$ cat config.mk
export PLATFORM = sky130hd
export DESIGN_NAME = regfile_sb
export DESIGN_NICKNAME = d
export VERILOG_FILES = /design/src/rtl/regfile_sb.sv
export SDC_FILE = /design/constraint.sdc
export NUM_CORES = 2
export LEC_CHECK = 0
export BUFFER_PORTS_ARGS = -buffer_cell sky130_fd_sc_hd__buf_4
export CAP_MARGIN = 20
export CORE_AREA = 2 2 389 391
export DETAILED_ROUTE_END_ITERATION = 16
export DIE_AREA = 0 0 391 393
export GPL_TIMING_DRIVEN = 1
export HOLD_SLACK_MARGIN = 0.05
export PLACE_DENSITY = 0.63
export SYNTH_ARGS = -nofsm -noshare
export SYNTH_HDL_FRONTEND = slang
export SYNTH_SLANG_ARGS = --single-unit
export TNS_END_PERCENT = 1
$ cat constraint.sdc
create_clock -name clk -period 2.25 [get_ports clk]
set_input_delay 0.1125 -clock clk [delete_from_list [all_inputs] [get_ports clk]]
set_output_delay 0.1125 -clock clk [all_outputs]
set_load 0.02 [all_outputs]
$ cat src/rtl/regfile_sb.sv
// Two-read/one-write register file with registered read ports, optional write bypass,
// and a per-register pending scoreboard for read-after-write hazard detection.
module regfile_sb #(
  parameter int XLEN     = 32,
  parameter int NREGS    = 32,
  parameter int AW       = 5,
  parameter int ZERO_REG = 1,
  parameter int BYPASS   = 1
) (
  input  logic            clk,
  input  logic            rst,
  input  logic            rd_en,
  input  logic [AW-1:0]   rs1_addr,
  input  logic [AW-1:0]   rs2_addr,
  output logic [XLEN-1:0] rs1_data,
  output logic [XLEN-1:0] rs2_data,
  input  logic            wr_en,
  input  logic [AW-1:0]   wr_addr,
  input  logic [XLEN-1:0] wr_data,
  input  logic            iss_en,
  input  logic [AW-1:0]   iss_addr,
  output logic            rs1_busy,
  output logic            rs2_busy,
  output logic            hazard
);

  localparam logic [AW:0] NregsW = (AW+1)'(NREGS);
  localparam logic        Byp    = (BYPASS != 0);
  localparam logic        Zr     = (ZERO_REG != 0);

  logic [XLEN-1:0]  regs_q [NREGS];
  logic [NREGS-1:0] pend_q, pend_d;
  logic [XLEN-1:0]  op1, op2;
  logic             fwd1, fwd2;

  // Address names a real, writable register (not out of range, not hardwired zero).
  function automatic logic addr_ok(input logic [AW-1:0] a);
    return ({1'b0, a} < NregsW) && !(Zr && (a == '0));
  endfunction

  assign fwd1 = Byp && wr_en && (wr_addr == rs1_addr);
  assign fwd2 = Byp && wr_en && (wr_addr == rs2_addr);

  always_comb begin
    op1 = '0;
    op2 = '0;
    if (addr_ok(rs1_addr)) op1 = fwd1 ? wr_data : regs_q[rs1_addr];
    if (addr_ok(rs2_addr)) op2 = fwd2 ? wr_data : regs_q[rs2_addr];
  end

  always_ff @(posedge clk or negedge rst) begin
    if (!rst) begin
      for (int i = 0; i < NREGS; i++) regs_q[i] <= '0;
    end else if (wr_en && addr_ok(wr_addr)) begin
      regs_q[wr_addr] <= wr_data;
    end
  end

  always_ff @(posedge clk or negedge rst) begin
    if (!rst) begin
      rs1_data <= '0;
      rs2_data <= '0;
    end else if (rd_en) begin
      rs1_data <= op1;
      rs2_data <= op2;
    end
  end

  // Set is applied after clear so a newer issue wins over a same-cycle writeback.
  always_comb begin
    pend_d = pend_q;
    if (wr_en && addr_ok(wr_addr))   pend_d[wr_addr]  = 1'b0;
    if (iss_en && addr_ok(iss_addr)) pend_d[iss_addr] = 1'b1;
  end

  always_ff @(posedge clk or negedge rst) begin
    if (!rst) pend_q <= '0;
    else      pend_q <= pend_d;
  end

  assign rs1_busy = addr_ok(rs1_addr) && pend_q[rs1_addr] && !fwd1;
  assign rs2_busy = addr_ok(rs2_addr) && pend_q[rs2_addr] && !fwd2;
  assign hazard   = rd_en && (rs1_busy || rs2_busy);

endmodule

Yosys cells after proc, flatten, opt, wreduce, memory -nomap -nowiden
Cells that the tools add are included.
{"block": "totals", "regBits": 1120, "latch_bits": 0, "ram_bits": 0, "rom_bits": 0, "in_bits": 57, "out_inout_bits": 67, "elab_cells": 99, "n_memories": 0}
{"block": "classes", "add_sub_neg": 0, "multipliers": 0, "div_mod_pow": 0, "magnitude_cmp": 10, "eq_ne": 2, "shift": 0, "muxes": 23, "n_bitwise": 6, "reduce_logical": 23}
{"op": "1024-bit bitwise mux", "count": 1}
{"op": "32-bit two-way mux", "count": 11}
{"op": "32-bit binary-select mux with 5-bit select", "count": 2}
{"op": "32-bit demux with 5-bit select", "count": 1}
{"op": "32-bit AND", "count": 1}
{"op": "32-bit inverter", "count": 1}
{"op": "32-bit bitwise OR", "count": 1}
{"op": "5-bit by 6-bit less-than comparator with 1-bit output, second input constant", "count": 4}
{"op": "5-bit zero test", "count": 4}
{"op": "6-bit >= comparator, second input constant", "count": 3}
{"op": "5-bit inverter with 6-bit output", "count": 3}
{"op": "1-bit logical AND", "count": 12}
{"op": "1-bit binary-select mux with 5-bit select", "count": 2}
{"op": "1-bit demux with 5-bit select", "count": 2}
{"op": "5-bit equality test", "count": 2}
{"op": "5-bit by 1-bit >= comparator with 1-bit output, second input constant", "count": 2}
{"op": "1-bit zero test", "count": 6}
{"op": "6-bit by 1-bit less-than comparator with 1-bit output, second input constant", "count": 1}
{"op": "1-bit two-way mux", "count": 4}
{"op": "1-bit logical OR", "count": 1}

Depth between registers and ports, before layout
{"block": "logic_depth", "word_depth": 9, "depth_mapped": 10, "mapped_depth_nobuf": 5}

Worst setup path after synthesis
OpenSTA, ideal clock, no wires.
{"block": "synth_timing", "path_type": "input to output", "startpoint": "input rs1_addr[0]", "endpoint": "output hazard", "arrival_time_ns": 2.211, "t_required_ns": 2.138, "slack_ns": -0.074, "stages": 8, "n_path_buf": 3, "cell_sequence": "buf_6 > buf_6 > buf_6 > mux4_2 > mux2i_1 > a22oi_1 > nor4b_1 > o21a_1"}
{"block": "synth_between", "elab_chain_len": 6, "word_cells_on_any_way": 11, "classes_between": "1 x eq/ne; 2 x mux; 8 x reduce/logical"}
{"item": "start: declaration", "line": "13", "rtl": "input logic [AW-1:0] rs1_addr,"}
{"item": "1-bit binary-select mux with 5-bit select, or another cell as far along", "line": "81", "rtl": "assign rs1_busy = addr_ok(rs1_addr) && pend_q[rs1_addr] && !fwd1;"}
{"item": "1-bit two-way mux (not written as such), or another cell as far along", "line": "81"}
{"item": "1-bit logical AND / 1-bit zero test (equally long branches)", "line": "81"}
{"item": "1-bit logical AND (*)", "line": "81"}
{"item": "net rs1_busy", "line": "22", "rtl": "output logic rs1_busy,"}
{"item": "1-bit logical OR (*)", "line": "83", "rtl": "assign hazard = rd_en && (rs1_busy || rs2_busy);"}
{"item": "1-bit logical AND (*)", "line": "83"}
{"item": "end: declaration", "line": "24", "rtl": "output logic hazard"}
The timed path passes the listed nets; every way through them passes the cells marked *. The select of a mux whose other input is x is not followed.

Worst setup path after layout
{"block": "layout_timing", "startpoint": "register pend_q[19]", "endpoint": "output hazard"}
{"block": "layout_between", "elab_chain_len": 6, "word_cells_on_any_way": 10, "classes_between": "4 x mux; 6 x reduce/logical"}
{"item": "start: declaration", "line": "32", "rtl": "logic [NREGS-1:0] pend_q, pend_d;"}
{"item": "start signal: assignment", "line": "78", "rtl": "else pend_q <= pend_d;"}
{"item": "1-bit binary-select mux with 5-bit select (on tied branches)", "line": "81, 82"}
{"item": "1-bit two-way mux (on tied branches)", "line": "81, 82"}
{"item": "1-bit logical AND (on tied branches) (2 in series)", "line": "81, 82"}
{"item": "1-bit logical OR (*)", "line": "83"}
{"item": "1-bit logical AND (*)", "line": "83"}
Every way passes the cells marked *; elsewhere a longest branch is shown, timed or not. The select of a mux whose other input is x is not followed.

==> metrics.cfg <==
[run_status]
status=finished with violations
failed_checks=setup timing

[detailed_routing]
wirelength_um=209000
vias_per_cell=6.39
wl_per_cell_um=33.2
drc=0
drt_pass1_iterations=7
vias=40327
drt_iter0_markers=4468
ant_nets=0

[synthesis]
yosys.area.top_type=dfrtp_1
synthDistinctLibCells=62
synth_seq_cells=1120
synthDominantCellAreaShare_pct=47.2
ys_top_cells_by_area=dfrtp_1 47%, mux2_2 20%, mux4_2 19%, mux2i_1 2.5%, clkbuf_1 1.4%
postSynth.asyncResetShare_pct=100
synth_seq_area_share_pct=47.2
yosysWarnings=0
syn_area_per_cell_um2=14.7
syn_nets=4098
synthCells=4041
ys_dominant_reg_cell=dfrtp_1
syn_area_mm2=0.0594
synth-edff-count=0

[cts]
clk_pin_slew_worst_paths_ns=0.06
clock_path_buffers=3
htree_levels=3
clkLatencyLatePin_ns=0.76
cts_tree=yes
cts_root_buffer=clkbuf_16
clock-sinks=1120
cts_buffers=117

[worst_setup_path]
reg2reg_from=regs_q[276]$_DFFE_PN0P_
crit_start=pend_q[19]$_DFF_PN0_
cp_max_fo=2
cp.required_ns=2.14
r2r-end=rs1_data[20]$_DFFE_PN0P_
critPathKind=register to primary output
r2r_cells=6
startpoint_type=register
cp_data_arrival_time_ns=2.49
cp-end-kind=primary output
r2r_setup_slack_ns=0.04

[flow_run]
cap_viol_max_count=0

[floorplan]
die_h_um=393
pin_count=124
dieArea_mm2=0.154
fp.dieW_um=391
floorplan.initialDensity_pct=39.8
core_mm2=0.149
rows=142

[finish]
utilization_pct=46.8
layout_commonest_cell=dfrtp_1
fin_nets=4329
syn2layout_area_growth_pct=17.5
layout_common_cells=1120 x dfrtp_1, 1043 x mux2_2, 504 x mux4_2, 374 x buf_4, 148 x mux2i_1
drive_gt1_share_pct=52.5

[global_route]
grt_max_degree=84
grtUsageTotal_pct=27.4
grt_pass1_wl_um=304000
grt_pass1_vias=41048
overflow=0
antenna_found_initial=13

[min_path]
worstHoldStart=wr_addr[2]
whs_path_depth=5
hp-class=input pin to register
holdPathEnd=pend_q[27]$_DFF_PN0_

[place]
hpwlAfterDp_um=137000
portBuffers=123
dp_slack_ns=-0.166
gp_congestion=0.874

[sta]
setup_viol_count_final=3
setup_slack_ns=-0.353
finalHoldViolations=0
layout_worst_path_cycle_share_pct=116
fin_skew_ns=0.0251
max-slew-margin-rel_pct=43.7
tightest_slew_ns=0.841
slew_violations=0
max_freq_ghz=0.384
min_period_ns=2.60
rsz0062_at_grt=true

[power]
ir_drop_uv=613
power_mw=60.5
cellPowerDensity_mw_per_mm2=866
leakage_nw=30.0

==> state kept, by name, indices dropped and copies added, names as in the netlist <==
signal / flops
regs_q: 1024
pend_q: 32
rs1_data: 32
rs2_data: 32
==> what timing repair did <==
item,in CTS,in global routing
endpoints found under the hold margin,2207,0
pin swaps,3,4
gates resized for setup,8,2
hold buffers,62,0
setup endpoints to repair,3,5
buffers inserted,2,0
==> logic make-up after synthesis <==
kind of cell	synth area share [%]
multiplexers	41.3
flip-flops	47.2
buffers and inverters	3.75
AO/OA/AOI/OAI	4.76
AND/OR/NAND/NOR	2.84
XOR/XNOR	0.147
==> power breakdown <==
part | switching, mW | internal [mW] | leakage, nW
sequential | 3.15 | 24.0 | 14.3
combinational | 5.16 | 7.67 | 13.7
clock | 8.51 | 12.0 | 2.00
==> routing by layer <==
metal / part of all wire [%] / global-route usage (%) / wire (µm)
met1: 41 / 37.4 / 85300
met2: 46 / 42.6 / 96400
met3: 8.7 / 5.59 / 18100
met4: 4.5 / 11.9 / 9510
met5: 0.049 / 0 / 102
==> Yosys cell counts (all sizes together), types with 9 or more instances <==
master,number
a31oi,14
mux2i,148
mux4,504
o211ai,44
nor4,9
mux2,1043
o21ai,66
a211oi,27
a22oi,26
clkbuf,227
nand3,22
nor2,75
a21oi,56
nand2b,17
nand4,10
a221oi,44
inv,9
o221ai,14
o22ai,25
buf,224
a2111oi,16
dfrtp,1120
nand2,131
nor3,22
a22o,25
nor2b,43
==> critical path, cell delays in order, from the launching register on <==
cell and delay (ns):
dfrtp_1 0.40, buf_4 0.14, mux4_2 0.47, nand2_1 0.08, a32oi_1 0.09, and4_4 0.24
o21a_1 0.20, buf_6 0.13
==> worst max-delay path by stage <==
stage / endpoint
floorplan: hazard
global placement: rs2_data[28]$_DFFE_PN0P_
detailed placement: rs2_data[28]$_DFFE_PN0P_
CTS: hazard
global route: hazard
finish: hazard
==> per-stage QoR <==
step                hold slack (ns)  cell area [µm²]  TNS, ns  cells
floorplan                    -0.183            59400        0   4041
global placement            0.00167            65200   -0.995   6034
detailed placement          0.00174            65200    -1.29   6034
CTS                          0.0522            69900    -1.00   6311
global route                 0.0957            69800   -0.948   6310
finish                        0.101            69900   -0.782   6315
==> final cells by class <==
cell class                 instances  area (µm²)
clock inverter                    44         586
sequential                      1120       28000
clock buffer                     169        3440
antenna                            5        12.5
fill                           12935       79400
multi-input combinational       2460       29400
tap                             1944        2430
inverter                          10        37.5
timing repair buffer             563        5900
No activity file was read; power rests on OpenSTA's default activity.
